File: src/rtl/sine_seq_if.sv
// sine_seq_if: request/response handshake and CORDIC core link for sine_seq.
// The slave modport is the sequencer's view; master is the surrounding system.
// Mode_i exists only when SINE_SEQ_COS_EN is defined.
interface sine_seq_if;
`ifdef SINE_SEQ_COS_EN
  logic        Mode_i;
`endif
  logic [15:0] Phase_i;
  logic        Valid_i;
  logic        Ready_o;
  logic [15:0] Result_o;
  logic        Valid_o;
  logic        Ready_i;
  logic        Err_o;
  logic [15:0] Cordic_Angle_o;
  logic        Cordic_Start_o;
  logic [15:0] Cordic_Sine_i;
  logic        Cordic_Done_i;

  modport slave (
`ifdef SINE_SEQ_COS_EN
    input  Mode_i,
`endif
    input  Phase_i, Valid_i, Ready_i, Cordic_Sine_i, Cordic_Done_i,
    output Ready_o, Result_o, Valid_o, Err_o, Cordic_Angle_o, Cordic_Start_o
  );

  modport master (
`ifdef SINE_SEQ_COS_EN
    output Mode_i,
`endif
    output Phase_i, Valid_i, Ready_i, Cordic_Sine_i, Cordic_Done_i,
    input  Ready_o, Result_o, Valid_o, Err_o, Cordic_Angle_o, Cordic_Start_o
  );
endinterface

File: src/rtl/sine_seq.sv
// sine_seq: folds a 16-bit binary angle into the CORDIC convergence range,
// converts it to Q3.12 radians, launches the core with a one-cycle start
// pulse and returns the core's sine over a valid/ready handshake. A core
// that never produces a fresh done edge is cut off after TIMEOUT WAIT cycles
// with a zero result and Err_o set.
// Optional feature macro: SINE_SEQ_COS_EN (adds Mode_i; Mode_i=1 yields cosine).
module sine_seq #(
  parameter int TIMEOUT = 24
) (
  input logic       Clk_i,
  input logic       Rst_i,
  sine_seq_if.slave bus
);

  localparam int CW = $clog2(TIMEOUT + 1);

  typedef enum logic [2:0] {IDLE, REDUCE, LAUNCH, WAIT, HOLD} state_t;

  state_t state_q, state_d;
  logic [15:0] phase_q, phase_d;
  logic [15:0] angle_q, angle_d;
  logic [15:0] result_q, result_d;
  logic        valid_q, valid_d;
  logic        err_q, err_d;
  logic        start_q, start_d;
  logic        ready_q, ready_d;
  logic [CW-1:0] cnt_q, cnt_d;
  logic        done_q;

  logic [15:0]        phaseIn;
  logic               accept;
  logic               doneEvt;
  logic [CW-1:0]      cntInc;
  logic signed [16:0] sPhase;
  logic signed [16:0] sFold;
  logic signed [33:0] prod;
  logic [15:0]        angleCalc;

`ifdef SINE_SEQ_COS_EN
  assign phaseIn = bus.Phase_i + (bus.Mode_i ? 16'd16384 : 16'd0);
`else
  assign phaseIn = bus.Phase_i;
`endif

  assign accept  = bus.Valid_i & ready_q;
  assign doneEvt = bus.Cordic_Done_i & ~done_q;
  assign cntInc  = cnt_q + CW'(1);

  // Mirror angles beyond +/- a quarter turn back into range, then scale
  // binary angle to Q3.12 radians (25736 = pi * 2^13, shifted down by 16).
  always_comb begin
    sPhase = 17'($signed(phase_q));
    if (sPhase > 17'sd16384)
      sFold = 17'sd32768 - sPhase;
    else if (sPhase < -17'sd16384)
      sFold = -17'sd32768 - sPhase;
    else
      sFold = sPhase;
    prod      = 34'(sFold) * 34'sd25736;
    angleCalc = 16'(prod >>> 16);
  end

  // Sequencer next-state and register updates; everything holds by default.
  always_comb begin
    state_d  = state_q;
    phase_d  = phase_q;
    angle_d  = angle_q;
    result_d = result_q;
    valid_d  = valid_q;
    err_d    = err_q;
    start_d  = 1'b0;
    cnt_d    = cnt_q;
    case (state_q)
      IDLE: begin
        if (accept) begin
          phase_d = phaseIn;
          err_d   = 1'b0;
          state_d = REDUCE;
        end
      end
      REDUCE: begin
        angle_d = angleCalc;
        start_d = 1'b1;
        state_d = LAUNCH;
      end
      LAUNCH: begin
        cnt_d   = '0;
        state_d = WAIT;
      end
      WAIT: begin
        cnt_d = cntInc;
        if (doneEvt) begin
          result_d = bus.Cordic_Sine_i;
          valid_d  = 1'b1;
          state_d  = HOLD;
        end else if (cntInc == CW'(TIMEOUT)) begin
          result_d = '0;
          err_d    = 1'b1;
          valid_d  = 1'b1;
          state_d  = HOLD;
        end
      end
      HOLD: begin
        if (bus.Ready_i) begin
          valid_d = 1'b0;
          state_d = IDLE;
        end
      end
      default: state_d = IDLE;
    endcase
    ready_d = (state_d == IDLE);
  end

  // State and output registers; reset forces IDLE with every output low.
  always_ff @(posedge Clk_i or posedge Rst_i) begin
    if (Rst_i) begin
      state_q  <= IDLE;
      phase_q  <= '0;
      angle_q  <= '0;
      result_q <= '0;
      valid_q  <= 1'b0;
      err_q    <= 1'b0;
      start_q  <= 1'b0;
      ready_q  <= 1'b0;
      cnt_q    <= '0;
      done_q   <= 1'b0;
    end else begin
      state_q  <= state_d;
      phase_q  <= phase_d;
      angle_q  <= angle_d;
      result_q <= result_d;
      valid_q  <= valid_d;
      err_q    <= err_d;
      start_q  <= start_d;
      ready_q  <= ready_d;
      cnt_q    <= cnt_d;
      done_q   <= bus.Cordic_Done_i;
    end
  end

  assign bus.Ready_o        = ready_q;
  assign bus.Result_o       = result_q;
  assign bus.Valid_o        = valid_q;
  assign bus.Err_o          = err_q;
  assign bus.Cordic_Angle_o = angle_q;
  assign bus.Cordic_Start_o = start_q;

endmodule

File: src/flat_wrapper.sv
// flat-port wrapper written by rule: the top's interface ports become plain ports
module sine_seq_flat 
#(
  parameter int TIMEOUT = 24
)
  (Clk_i, Rst_i, bus_Phase_i, bus_Valid_i, bus_Ready_i, bus_Cordic_Sine_i, bus_Cordic_Done_i, bus_Ready_o, bus_Result_o, bus_Valid_o, bus_Err_o, bus_Cordic_Angle_o, bus_Cordic_Start_o);
  sine_seq_if bus_i ();
  input logic Clk_i;
  input logic Rst_i;
  input wire logic [$bits(bus_i.Phase_i)-1:0] bus_Phase_i;
  input wire logic [$bits(bus_i.Valid_i)-1:0] bus_Valid_i;
  input wire logic [$bits(bus_i.Ready_i)-1:0] bus_Ready_i;
  input wire logic [$bits(bus_i.Cordic_Sine_i)-1:0] bus_Cordic_Sine_i;
  input wire logic [$bits(bus_i.Cordic_Done_i)-1:0] bus_Cordic_Done_i;
  output wire logic [$bits(bus_i.Ready_o)-1:0] bus_Ready_o;
  output wire logic [$bits(bus_i.Result_o)-1:0] bus_Result_o;
  output wire logic [$bits(bus_i.Valid_o)-1:0] bus_Valid_o;
  output wire logic [$bits(bus_i.Err_o)-1:0] bus_Err_o;
  output wire logic [$bits(bus_i.Cordic_Angle_o)-1:0] bus_Cordic_Angle_o;
  output wire logic [$bits(bus_i.Cordic_Start_o)-1:0] bus_Cordic_Start_o;
  assign bus_i.Phase_i = bus_Phase_i;
  assign bus_i.Valid_i = bus_Valid_i;
  assign bus_i.Ready_i = bus_Ready_i;
  assign bus_i.Cordic_Sine_i = bus_Cordic_Sine_i;
  assign bus_i.Cordic_Done_i = bus_Cordic_Done_i;
  assign bus_Ready_o = bus_i.Ready_o;
  assign bus_Result_o = bus_i.Result_o;
  assign bus_Valid_o = bus_i.Valid_o;
  assign bus_Err_o = bus_i.Err_o;
  assign bus_Cordic_Angle_o = bus_i.Cordic_Angle_o;
  assign bus_Cordic_Start_o = bus_i.Cordic_Start_o;
  sine_seq #(.TIMEOUT(TIMEOUT)) u_core (.Clk_i(Clk_i), .Rst_i(Rst_i), .bus(bus_i));
endmodule
File: config.mk
export PLATFORM = sky130hd
export DESIGN_NAME = sine_seq_flat
export DESIGN_NICKNAME = d
export VERILOG_FILES = /design/src/rtl/sine_seq_if.sv /design/src/rtl/sine_seq.sv /design/src/flat_wrapper.sv
export SDC_FILE = /design/constraint.sdc
export NUM_CORES = 1
export LEC_CHECK = 0
export BUFFER_PORTS_ARGS = -buffer_cell sky130_fd_sc_hd__buf_2
export CORE_ASPECT_RATIO = 0.6
export CORE_MARGIN = 10
export CORE_UTILIZATION = 54
export CTS_BUF_LIST = sky130_fd_sc_hd__clkbuf_4 sky130_fd_sc_hd__clkbuf_8 sky130_fd_sc_hd__clkbuf_16
export DETAILED_ROUTE_END_ITERATION = 8
export GPL_TIMING_DRIVEN = 0
export PLACE_DENSITY = 0.75
export SYNTH_ARGS = -nofsm -noshare
export SYNTH_HDL_FRONTEND = slang
export SYNTH_SLANG_ARGS = --single-unit
File: constraint.sdc
create_clock -name Clk_i -period 5.4 [get_ports Clk_i]
set_input_delay 0.81 -clock Clk_i [delete_from_list [all_inputs] [get_ports Clk_i]]
set_output_delay 0.81 -clock Clk_i [all_outputs]
set_load 0.01 [all_outputs]
; Word-level counts from Yosys, hierarchy flattened
; Index checks and enable logic that the tools add are counted.
[totals]
ff_bits = 61
latchBits = 0
ramBits = 0
mem_bits_ro = 0
in_bits = 37
output_inout_bits = 36
word_cells = 57
n_memories = 0
[classes]
n_addsub = 3
mul = 1
n_div = 0
magnitude_cmp = 2
n_eq_ne = 10
shift = 0
n_mux = 18
bitwise = 3
n_reduce_logical = 10
[ops]
columns = cell, count
row1 = 17-bit 2-to-1 mux, 2
row2 = 16-bit 2-to-1 mux, 2
row3 = "17-bit by 13-bit multiplier with 29-bit output, second input constant", 1
row4 = "16-bit by 16-bit subtractor with 17-bit output, first input constant", 1
row5 = "17-bit by 16-bit subtractor with 17-bit output, first input constant", 1
row6 = "16-bit greater-than comparator, second input constant", 1
row7 = "16-bit by 15-bit < comparator with 1-bit output, second input constant", 1
row8 = 3-bit one-hot mux with 5 select lines, 1
row9 = 3-bit 2-to-1 mux, 4
row10 = 5-bit one-hot mux with 2 select lines, 1
row11 = 2-bit nonzero test, 4
row12 = "3-bit by 2-bit == test with 1-bit output, second input constant", 2
row13 = 3-bit zero test, 2
row14 = 1-bit 2-to-1 mux, 6
row15 = "5-bit by 1-bit adder with 5-bit output, second input constant", 1
row16 = "5-bit == test, second input constant", 1
row17 = "2-bit by 1-bit inequality test with 1-bit output, second input constant", 2
row18 = "2-bit inequality test, second input constant", 2
row19 = 1-bit one-hot mux with 2 select lines, 2
row20 = 2-bit AND reduction, 2
row21 = 4-bit AND reduction, 1
row22 = "3-bit by 1-bit == test with 1-bit output, second input constant", 1
row23 = "3-bit == test, second input constant", 1
row24 = "3-bit by 1-bit inequality test with 1-bit output, second input constant", 1
row25 = 3 further kinds, 4

; Longest topological paths before layout
; Gate-level depths: netlist of run 1.
[logic_depth]
ltp_word = 6
ltp_mapped = 26
depth_no_buf = 24

; Least setup slack after synthesis of run 1
; No wires, ideal clock.
[synth_path]
path_type = flip-flop to flip-flop
startpoint = register u_core.phase_q[3]
endpoint = register u_core.angle_q[12] (netlist: u_core.bus.Cordic_Angle_o[12])
setup_time_ns = 0.136
t_arrival_ns = 5.803
t_required_ns = 5.264
path_slack_ns = -0.539
path_stages_with_launch = 26
path_buffers = 3
period_less_slack_ns = 5.939
path_cell_list = dfrtp_1 buf_6 nor4_4 nand4_1 nand3_1 o21ai_1 buf_2 o21a_1 xnor2_1 inv_1 ha_1 inv_1 fa_1 fa_1 inv_1 fa_1 ha_1 ha_1 clkbuf_1 a21oi_1 o21ai_0 a221o_1 a221o_1 a41oi_1 xor2_1 o21ai_0
[synth_between]
elab_chain_len = 4
word_cells_on_any_way = 7
classes_between = 2 x add/sub / 1 x mul / 2 x order compare / 2 x mux
[synth_rtl]
columns = element, line
row1 = start: declaration, sine_seq.sv:20  ; logic [15:0] phase_q, phase_d;
row2 = start signal: assignment, sine_seq.sv:129  ; phase_q <= phase_d;
row3 = 16-bit by 16-bit subtractor with 17-bit output / 16-bit by 15-bit < comparator with 1-bit output (equally long branches), "sine_seq.sv:56, sine_seq.sv:55"
row4 = 17-bit 2-to-1 mux, sine_seq.sv:55  ; else if (sPhase < -17'sd16384)
row5 = 17-bit 2-to-1 mux (*), sine_seq.sv:53  ; if (sPhase > 17'sd16384)
row6 = 17-bit by 13-bit multiplier with 29-bit output (*), sine_seq.sv:59  ; prod = 34'(sFold) * 34'sd25736;
row7 = end signal: assignment, sine_seq.sv:130  ; angle_q <= angle_d;
row8 = end: declaration, sine_seq.sv:21  ; logic [15:0] angle_q, angle_d;
; Mark *: on every way between the ends. The rest lies on a longest branch, timed or not.
; A chain may end at the register's enable or synchronous reset.

; Worst setup path after layout of run 1
[layout_path]
startpoint = register u_core.phase_q[8]
endpoint = register u_core.angle_q[12] (netlist: u_core.bus.Cordic_Angle_o[12])
; The elaborated chain is that of the path after synthesis.

==> results.md, run 1 <==
* Rows at 29
* CTS clk-pin slew, worst paths at approximately 0.050 ns
* CP required at 5.61 ns
* CTS max path bufs at 2
* Synth Area in XOR/XNOR at 8.03%
* Crit path time final at ~5.8 ns
* Fin Setup TNS at -1.50 ns
* Reg-to-Reg End: u_core.bus.Cordic_Angle_o[12]
* Cell variety after synth at a little under 60
* Clk_lat worst skew at roughly 0.34 ns
* WP data arrival at between 6 and 7 ns
* RSZ-0062 raised after global routing: true
* Initial Util at 55.9%
* Syn. warnings at 0
* DRC at 0
* DIE AREA at 0.0158 sq mm
* Hold Path Sink: u_core.bus.Cordic_Angle_o[4]
* Part of the cycle the worst path needs at 107%
* Critical path's top delay family: adder cells
* Mux cell area share after synthesis at 4.33%
* Worst Setup End Kind: flop
* Post-synthesis adder-cell area fraction at about 28%
* Synth Flop Type: dfrtp_1
* Synthesized area per cell at about 9.2 sq um
* Core area at between 0.01 and 0.015 sq mm
* CTS tree: yes
* Vias in the first global route at roughly 5.2k
* Max-cap violation count at 0
* Measured slew at the worst slew-check pin at between 0.6 and 0.7 ns
* DR vias at between 5k and 6k
* Main combinational cell family by area after synthesis: adder cells
* CP max-delay cell: fa_1
* FFs w/ async S/R, synth at 100%
* Drt pass-1 iters at 5
* Dominant cells by area after synthesis: dfrtp_1 (26%), ha_1 (17%), fa_1 (11%)
* Post-synthesis compound-gate area fraction at 13.6%
* Area of the multi-input gates at about 0.0048 sq mm
* Dpl cells at a little under 900
* Initial DRC count at around 300
* CP startpoint kind: flop
* Post-DP HPWL at approximately 12,000 um
* Reg2reg setup slack at -0.40 ns
* Nets at slightly above 900
* Final wirelength at roughly 17,000 um
* DR WL/cell at between 15 and 20 um
* Relative slew margins at a little under three fifths
* Pins Over Slew Limit at 0
* Status: finished with violations
* CP Max Fanout at 5
* Die Span Y at around 100 um
* Worst min-delay path category: flop to flop
* Failing checks: negative setup slack
* Sink Count at 61
* Cell mode on critical path: ha_1
* Post-Syn Instances at roughly 650
* Hold path cells at 2
* H-tree levels at 3
* I/O pin total at between 70 and 80
* Min-delay src: u_core.bus.Cordic_Angle_o[4]
* Synth area leader: dfrtp_1
* Antenna diodes at 0
* Final-report hold violation count at 0
* Buf/Inv on CP at 3
* Num CTS Buffers at 9
* Total standard cell area after synthesis at between 0.005 and 0.006 sq mm
* Simple-Gate Fraction of Synth Area at 13.2%
* Number of synthesized register bits at between 60 and 70
* Initial antenna violation count at 0
* CP cell instances: nor4_4 > nand4_1 > nand3_2 > o21ai_4 > buf_6 > buf_4 > o31ai_4 > xnor2_1 > ha_1 > ha_1 > xnor2_2 > fa_1 > fa_1 > inv_1 > ha_1 > ha_4 > a21oi_1 > o21ai_2 > a221o_1 > a221o_1 > a41oi_2 > xor2_1 > o21ai_1
* Share of cells above drive strength 1 at between 30% and 40%
* First-pass GRT wire length at about 26,000 um
* Register area at 0.00154 sq mm
* Sequential-to-total area share from yosys stat at roughly 26%
* Final setup fails at 8
* Buffers on Ports at a little over 70
* # fillers at 683
* Post-synth top area share at around a quarter
* Final Skew at just under 0.01 ns
* Setup ws final at -0.401 ns
* Die width at approximately 160 um
* Clk root buf: clkbuf_16
* ANT nets after route at 0
* Worst r2r src: u_core.phase_q[8]
* Via/cell ratio at 5.61
* WS Path Type: flop to flop
* R2R cell count at 23
* Post-synthesis net count at approximately 810
* Routability congestion estimate at ~0.86
* Fmax at ~170 MHz
* Total gr overflow at 0
* Overall Global Routing Usage at between 15 and 20%
* P&R area growth vs syn at 33.3%
* Largest net degree at the start of global routing at 41
* Post-Layout Cell Count at just over 900
* Largest stage delay, worst path at 0.52 ns
* Number of synthesized flops with an enable pin at 0
-- worst min-delay path: stages (launching register included) --
cell	delay (ns)
dfrtp_1	0.33
nand2_1	0.05
o21ai_0	0.06
-- metal layers --
layer / track usage (%) / part of all wire (%) / vias to the layer above
met4: 5.71 / 2.1 / 0
met2: 32.5 / 48 / 159
li1: - / - / 2457
met1: 26.5 / 45 / 2536
met3: 4.15 / 5.7 / 34
met5: 0 / 0 / -
-- cells by family (layout without fill, tap and decap cells) --
| family | count (synthesis) | count (layout) |
|---|---|---|
| AND/OR/NAND/NOR | 156 | 156 |
| XOR/XNOR | 54 | 54 |
| AO/OA/AOI/OAI | 132 | 132 |
| flip-flops | 61 | 61 |
| multiplexers | 24 | 24 |
| buffers and inverters | 111 | 243 |
| adder cells (fa/ha/maj) | 115 | 115 |
-- cells in the final DEF (no fill, tap or decap), types with 6 or more instances in the layout --
| cell type | count |
|---|---|
| nand3_1 | 10 |
| clkbuf_1 | 12 |
| inv_1 | 75 |
| o21ai_0 | 38 |
| clkbuf_16 | 9 |
| inv_2 | 10 |
| a21oi_4 | 8 |
| fa_1 | 29 |
| o21ai_2 | 7 |
| xor2_1 | 16 |
| a21oi_1 | 21 |
| a21o_1 | 11 |
| ha_4 | 23 |
| nand4_1 | 7 |
| mux2_2 | 15 |
| buf_4 | 50 |
| dfrtp_2 | 7 |
| dfrtp_1 | 54 |
| nor2_1 | 11 |
| buf_2 | 73 |
| ha_1 | 58 |
| xnor2_1 | 22 |
| xnor2_2 | 8 |
| nand2_1 | 77 |
| o21ai_1 | 6 |
| mux2i_1 | 9 |
-- flip-flops by register name, summed over array words and instances (netlist names) --
signal,flops
u_core.state_q,3
u_core.bus.Valid_o,1
u_core.bus.Cordic_Angle_o,16
u_core.phase_q,16
u_core.done_q,1
u_core.bus.Cordic_Start_o,1
u_core.cnt_q,5
u_core.bus.Err_o,1
u_core.bus.Ready_o,1
u_core.bus.Result_o,16
-- worst max-delay path by stage --
stage | from | end | slack (ns) | cells past startpoint
after floorplan | u_core.phase_q[4] | u_core.bus.Cordic_Angle_o[12] | -0.15 | 25
after global placement | u_core.phase_q[0] | u_core.bus.Cordic_Angle_o[12] | -0.64 | 23
after detailed placement | u_core.phase_q[0] | u_core.bus.Cordic_Angle_o[12] | -0.77 | 21
after CTS | u_core.phase_q[3] | u_core.bus.Cordic_Angle_o[12] | -0.19 | 22
after global routing | u_core.phase_q[8] | u_core.bus.Cordic_Angle_o[12] | -0.62 | 23
final | u_core.phase_q[8] | u_core.bus.Cordic_Angle_o[12] | -0.40 | 23
-- cell type report --
type	count	area share [%]
tap	139	2.18
clock inverter	6	1.08
inverter	85	4.00
buffer	18	1.10
clock buffer	10	3.00
multi-input combinational	481	59.8
timing repair buffer	124	9.61
sequential	61	19.2
-- repair_timing --
action,4_1_cts,5_1_grt
endpoints found under the setup margin,15,14
pin swaps,33,47
setup buffers,30,20
hold buffers,0,0
gates cloned,1,0
gates resized for setup,61,56
-- cells in the mapped netlist (3+ instances only) --
master and number:
inv_1 85, ha_1 83, nand2_1 81, dfrtp_1 61, o21ai_0 49, a21oi_1 33
xnor2_1 33, fa_1 32, xor2_1 20, clkbuf_1 18, mux2_2 15, nor2_1 13
nand3_1 12, a21o_1 11, mux2i_1 9, nand4_1 7, nand2b_1 5, nor3_1 5
o31ai_1 5, and3_1 4, buf_2 4, nor2b_1 4, o31a_1 4, or2_2 4
a211o_1 3, o211ai_1 3, o21ai_1 3
-- per-stage QoR --
stage | util, % | worst slack, ns | cell area, sq um | hold WS (ns)
floorplan | - | -0.147 | 6150 | 0.458
global placement | 62.4 | -0.637 | 6680 | 0.455
detailed placement | 62.6 | -0.772 | 6700 | 0.465
CTS | 70.7 | -0.188 | 7570 | 0.477
global route | 74.5 | -0.619 | 7980 | 0.499
finish | 74.5 | -0.401 | 7980 | 0.468
Power of run 1 is not shown: default switching activity piles up to over one toggle a cycle in this logic, so the estimate is an artifact.
==> run 2: changes to the inputs <==
- CORE_ASPECT_RATIO: 0.6 -> 0.8
==> results.md, run 2 (synthesis gave the netlist of run 1 again) <==
* Status: finished with violations
* Failing checks: negative setup slack
* Most common cell after layout, fill and taps aside: nand2_1
* Rows at 34
* Sink Count at slightly above 60
* Via/cell ratio at around 5.6
* DIE AREA at between 0.015 and 0.02 sq mm
* Largest net degree at the start of global routing at 45
* Part of the cycle the worst path needs at 104%
* Cts hold-fix bufs at 0
* Worst min-delay path category: input pin to async pin
* Largest stage delay, worst path at approximately 0.51 ns
* Final instance area at ~0.008 sq mm
* Total gr overflow at 0
* Num CTS Buffers at 9
* Max-cap violation count at 0
* Buffers on Ports at 72
* Measured slew at the worst slew-check pin at between 0.5 and 0.6 ns
* Final Skew at approximately 0.0072 ns
* ANT nets after route at 0
* Commonest non-fill, non-tap cells in the layout: nand2_1 (76), buf_2 (74), inv_1 (73)
* Routability congestion estimate at roughly 0.85
* Core area at roughly 0.011 sq mm
* Met2 GRT Util at around a third
* Relative slew margins at between 60% and 70%
* Setup ws final at -0.229 ns
* CP max-delay cell: fa_1
* Drt pass-1 iters at 5
* CTS max path bufs at 2
* CP required at between 5 and 6 ns
* Met3 usage at approximately 4%
* Post-DP HPWL at between 10,000 and 15,000 um
* Share of cells above drive strength 1 at between 30% and 40%
* Worst Setup End Kind: flop
* WS Path Type: flop to flop
* Initial Util at between 50% and 60%
* Busiest grt layer: met2
* Die width at 138 um
* Cell mode on critical path: ha_1
* Final-report hold violation count at 0
* Final setup fails at 8
* Vias in the first global route at 5,317
* DR WL/cell at around 18 um
* CP startpoint kind: flop
* Fin Setup TNS at -1.04 ns
* Pins Over Slew Limit at 0
* P&R area growth vs syn at 33.5%
* WP data arrival at 5.87 ns
* Fmax at around 180 MHz
* Die Span Y at about 110 um
* Met1 usage at about a quarter
* Nets at 934
* Crit path time final at 5.63 ns
* CP Max Fanout at 7
* Overall Global Routing Usage at between 15 and 20%
* CTS clk-pin slew, worst paths at 0.06 ns
* Clk root buf: clkbuf_16
* DRC at 0
* H-tree levels at 3
* Post-Place Cell Area at about 0.0067 sq mm
* CTS tree: yes
* I/O pin total at between 70 and 80
* Final wirelength at roughly 17,000 um
* Clk_lat worst skew at roughly 0.34 ns
* First-pass GRT wire length at between 20,000 and 30,000 um
* RSZ-0062 raised after global routing: true
* Initial antenna violation count at 0
* DR vias at 5,168
* Initial DRC count at around 390
* Antenna diodes at 0
==> run 2: through the flow <==
step	worst slack, ns	hold slack, ns	instances	utilization (%)
after floorplan	-0.147	0.458	653	-
after global placement	-0.638	0.455	869	61.7
after detailed placement	-0.700	0.470	870	61.9
after CTS	-0.143	0.456	912	69.1
after global routing	-0.426	0.482	931	73.7
final	-0.229	0.446	931	73.7
==> run 2: worst max-delay path: cells and delay by family (launching register included) <==
family          cells  cell delay (ns)
fa+ha+maj           7             2.33
simple gates        4             0.66
compound gates      8             1.30
flops               1             0.41
xor+xnor            1             0.16
buf+inv             6             0.67
==> run 2: layer usage <==
metal  part of all wire (%)  up-vias
met2                     51      166
met5                      0        -
met4                    1.9        0
li1                       -     2456
met3                    5.2       31
met1                     41     2515
==> run 2: cell type report <==
| class | instances | area (sq um) |
|---|---|---|
| fillers | 732 | 2850 |
| clock buffers | 12 | 254 |
| flip-flops and latches | 61 | 1530 |
| multi-input cells | 481 | 4770 |
| plain buffers | 21 | 129 |
| inverters | 85 | 322 |
| well taps | 144 | 180 |
| clock inverters | 4 | 47.5 |
| repair buffers | 123 | 757 |
==> run 2: path summary, 6_finish.rpt <==
check / to / cells past startpoint / slack (ns) / startpoint
max: u_core.bus.Cordic_Angle_o[15] / 26 / -0.23 / u_core.phase_q[1]
min: u_core.bus.Cordic_Start_o / 2 / 0.45 / Rst_i
max reg2reg: u_core.bus.Cordic_Angle_o[15] / 26 / -0.23 / u_core.phase_q[1]
min reg2reg: u_core.bus.Cordic_Angle_o[4] / 2 / 0.47 / u_core.bus.Cordic_Angle_o[4]
max in group asynchronous: u_core.phase_q[9] / 3 / 4.37 / Rst_i
min in group Clk_i: u_core.bus.Cordic_Angle_o[4] / 2 / 0.47 / u_core.bus.Cordic_Angle_o[4]
==> run 2: repair_timing <==
item,in CTS,in global routing
resized for setup,53,76
endpoints found under the setup margin,15,16
endpoints found under the hold margin,0,0
pin swaps,27,29
gates cloned,1,0
setup buffers,28,21
Power of run 2 is left out for the same reason.
==> run 3: changes to the inputs <==
- TNS_END_PERCENT: unset -> 1
==> results.md, run 3 (synthesis gave the netlist of run 1 again) <==
* Largest net degree at the start of global routing at 45
* CTS max path bufs at 2
* WP data arrival at slightly below 6 ns
* Setup ws final at -0.305 ns
* Cts hold-fix bufs at 0
* DRC at 0
* Initial DRC count at approximately 450
* Final setup fails at 6
* DR vias at about 5.0k
* CTS clk-pin slew, worst paths at approximately 0.050 ns
* DR WL/cell at roughly 17 um
* Fmax at ~180 MHz
* DIE AREA at 0.0157 sq mm
* Die width at approximately 140 um
* CP startpoint kind: flop
* Post-DP HPWL at about 11,000 um
* Final wirelength at about 15,000 um
* Overall Global Routing Usage at roughly 18%
* Worst r2r src: u_core.phase_q[4]
* CP max-delay cell: fa_2
* Buffers on Ports at between 70 and 80
* Final Skew at 0.00457 ns
* I/O pin total at 73
* Status: finished with violations
* Commonest non-fill, non-tap cells in the layout: nand2_1 (78), buf_2 (74), inv_1 (74)
* Part of the cycle the worst path needs at 106%
* Clk_lat worst skew at 0.34 ns
* Measured slew at the worst slew-check pin at approximately 0.74 ns
* CP required at ~5.6 ns
* Largest stage delay, worst path at between 0.5 and 0.6 ns
* RSZ-0062 raised after global routing: true
* Initial Util at between 50% and 60%
* Pins Over Slew Limit at 0
* Rows at 34
* Most common cell after layout, fill and taps aside: nand2_1
* Initial antenna violation count at 0
* Core area at between 0.01 and 0.015 sq mm
* First-pass GRT wire length at approximately 23,000 um
* ANT nets after route at 0
* Max-cap violation count at 0
* CP Max Fanout at 8
* CP cell instances: buf_6 > nor4_4 > nand4_1 > nand3_2 > o21ai_4 > buf_6 > o21a_1 > xnor2_2 > inv_2 > ha_4 > inv_2 > fa_2 > fa_2 > inv_2 > fa_2 > ha_4 > ha_4 > a21oi_4 > o21ai_2 > a221o_1 > a221o_1 > a41oi_2 > xor2_1 > o21ai_1
* Crit path time final at 5.70 ns
* Pre-CTS setup slack at -0.724 ns
* Die Span Y at ~110 um
* Worst Setup End Kind: flop
* H-tree levels at 3
* Clk root buf: clkbuf_16
* Antenna diodes at 0
* CTS tree: yes
* Share of cells above drive strength 1 at between 30% and 40%
* Relative slew margins at 50.3%
* Routability congestion estimate at ~0.86
* Via/cell ratio at approximately 5.5
* Drt pass-1 iters at 5
* Vias in the first global route at 4,918
* Final-report hold violation count at 0
* CP startpoint: u_core.phase_q[4]
* Total gr overflow at 0
* R2R cell count at 24
* Num CTS Buffers at 9
* WS Path Type: flop to flop
* Nets at a little over 900
* Worst min-delay path category: input pin to async pin
* P&R area growth vs syn at 27.3%
* Failing checks: negative setup slack
* Sink Count at about 60
run 3: cell types whose count changed in the layout (fill, tap and decap cells not counted), moves of 3 or more:
cell / change
buf_4: -18
a21oi_1: +7
a21oi_2: -5
ha_4: -3
o21ai_0: +3
o21ai_2: -3
run 3: repair_timing:
item / in CTS / in global routing
gates resized for setup: 39 / 55
pin swaps: 17 / 41
setup buffers: 15 / 16
endpoints found under the setup margin: 16 / 15
run 3: path summary, 6_finish.rpt:
check	endpoint	slack, ns
min reg2reg	u_core.bus.Cordic_Angle_o[0]	0.47
max reg2reg	u_core.bus.Cordic_Angle_o[12]	-0.30
max	u_core.bus.Cordic_Angle_o[12]	-0.30
max in group asynchronous	u_core.phase_q[7]	4.38
min	u_core.bus.Cordic_Angle_o[10]	0.45
min in group Clk_i	u_core.bus.Cordic_Angle_o[0]	0.47
run 3: per-layer routing:
layer	GRT usage, %	part of all wire [%]	up-vias
met2	30.4	49	144
li1	-	-	2420
met5	0	0	-
met1	23.6	44	2397
met3	4.56	5.4	34
met4	4.02	1.9	0
run 3: final cells by class:
type | instances | area (sq um)
Inverter | 85 | 319
Timing Repair Buffer | 103 | 606
Fill cell | 804 | 3230
Tap cell | 144 | 180
Buffer | 21 | 119
Sequential cell | 61 | 1530
Clock buffer | 12 | 267
Multi-Input combinational cell | 481 | 4580
Clock inverter | 3 | 20.0
run 3: worst max-delay path, delay by kind of cell (launching register included):
kind,cells,cell delay [ns]
AO/OA/AOI/OAI,8,1.38
XOR/XNOR,2,0.40
adder cells (fa/ha/maj),6,2.30
buffers and inverters,5,0.45
flip-flops,1,0.36
AND/OR/NAND/NOR,3,0.67
run 3: metrics by stage:
stage / instance area [sq um] / util (%) / hold slack [ns] / setup TNS [ns] / std cells
6_report: 7620 / 70.3 / 0.447 / -0.828 / 910
5_1_grt: 7620 / 70.3 / 0.483 / -3.05 / 910
4_1_cts: 7220 / 66.6 / 0.455 / -0.868 / 898
3_5_place_dp: 6660 / 61.4 / 0.465 / -7.66 / 870
3_3_place_gp: 6640 / 61.2 / 0.455 / -5.97 / 869
2_1_floorplan: 6100 / - / 0.458 / -0.354 / 653
Power of run 3 is left out for the same reason.
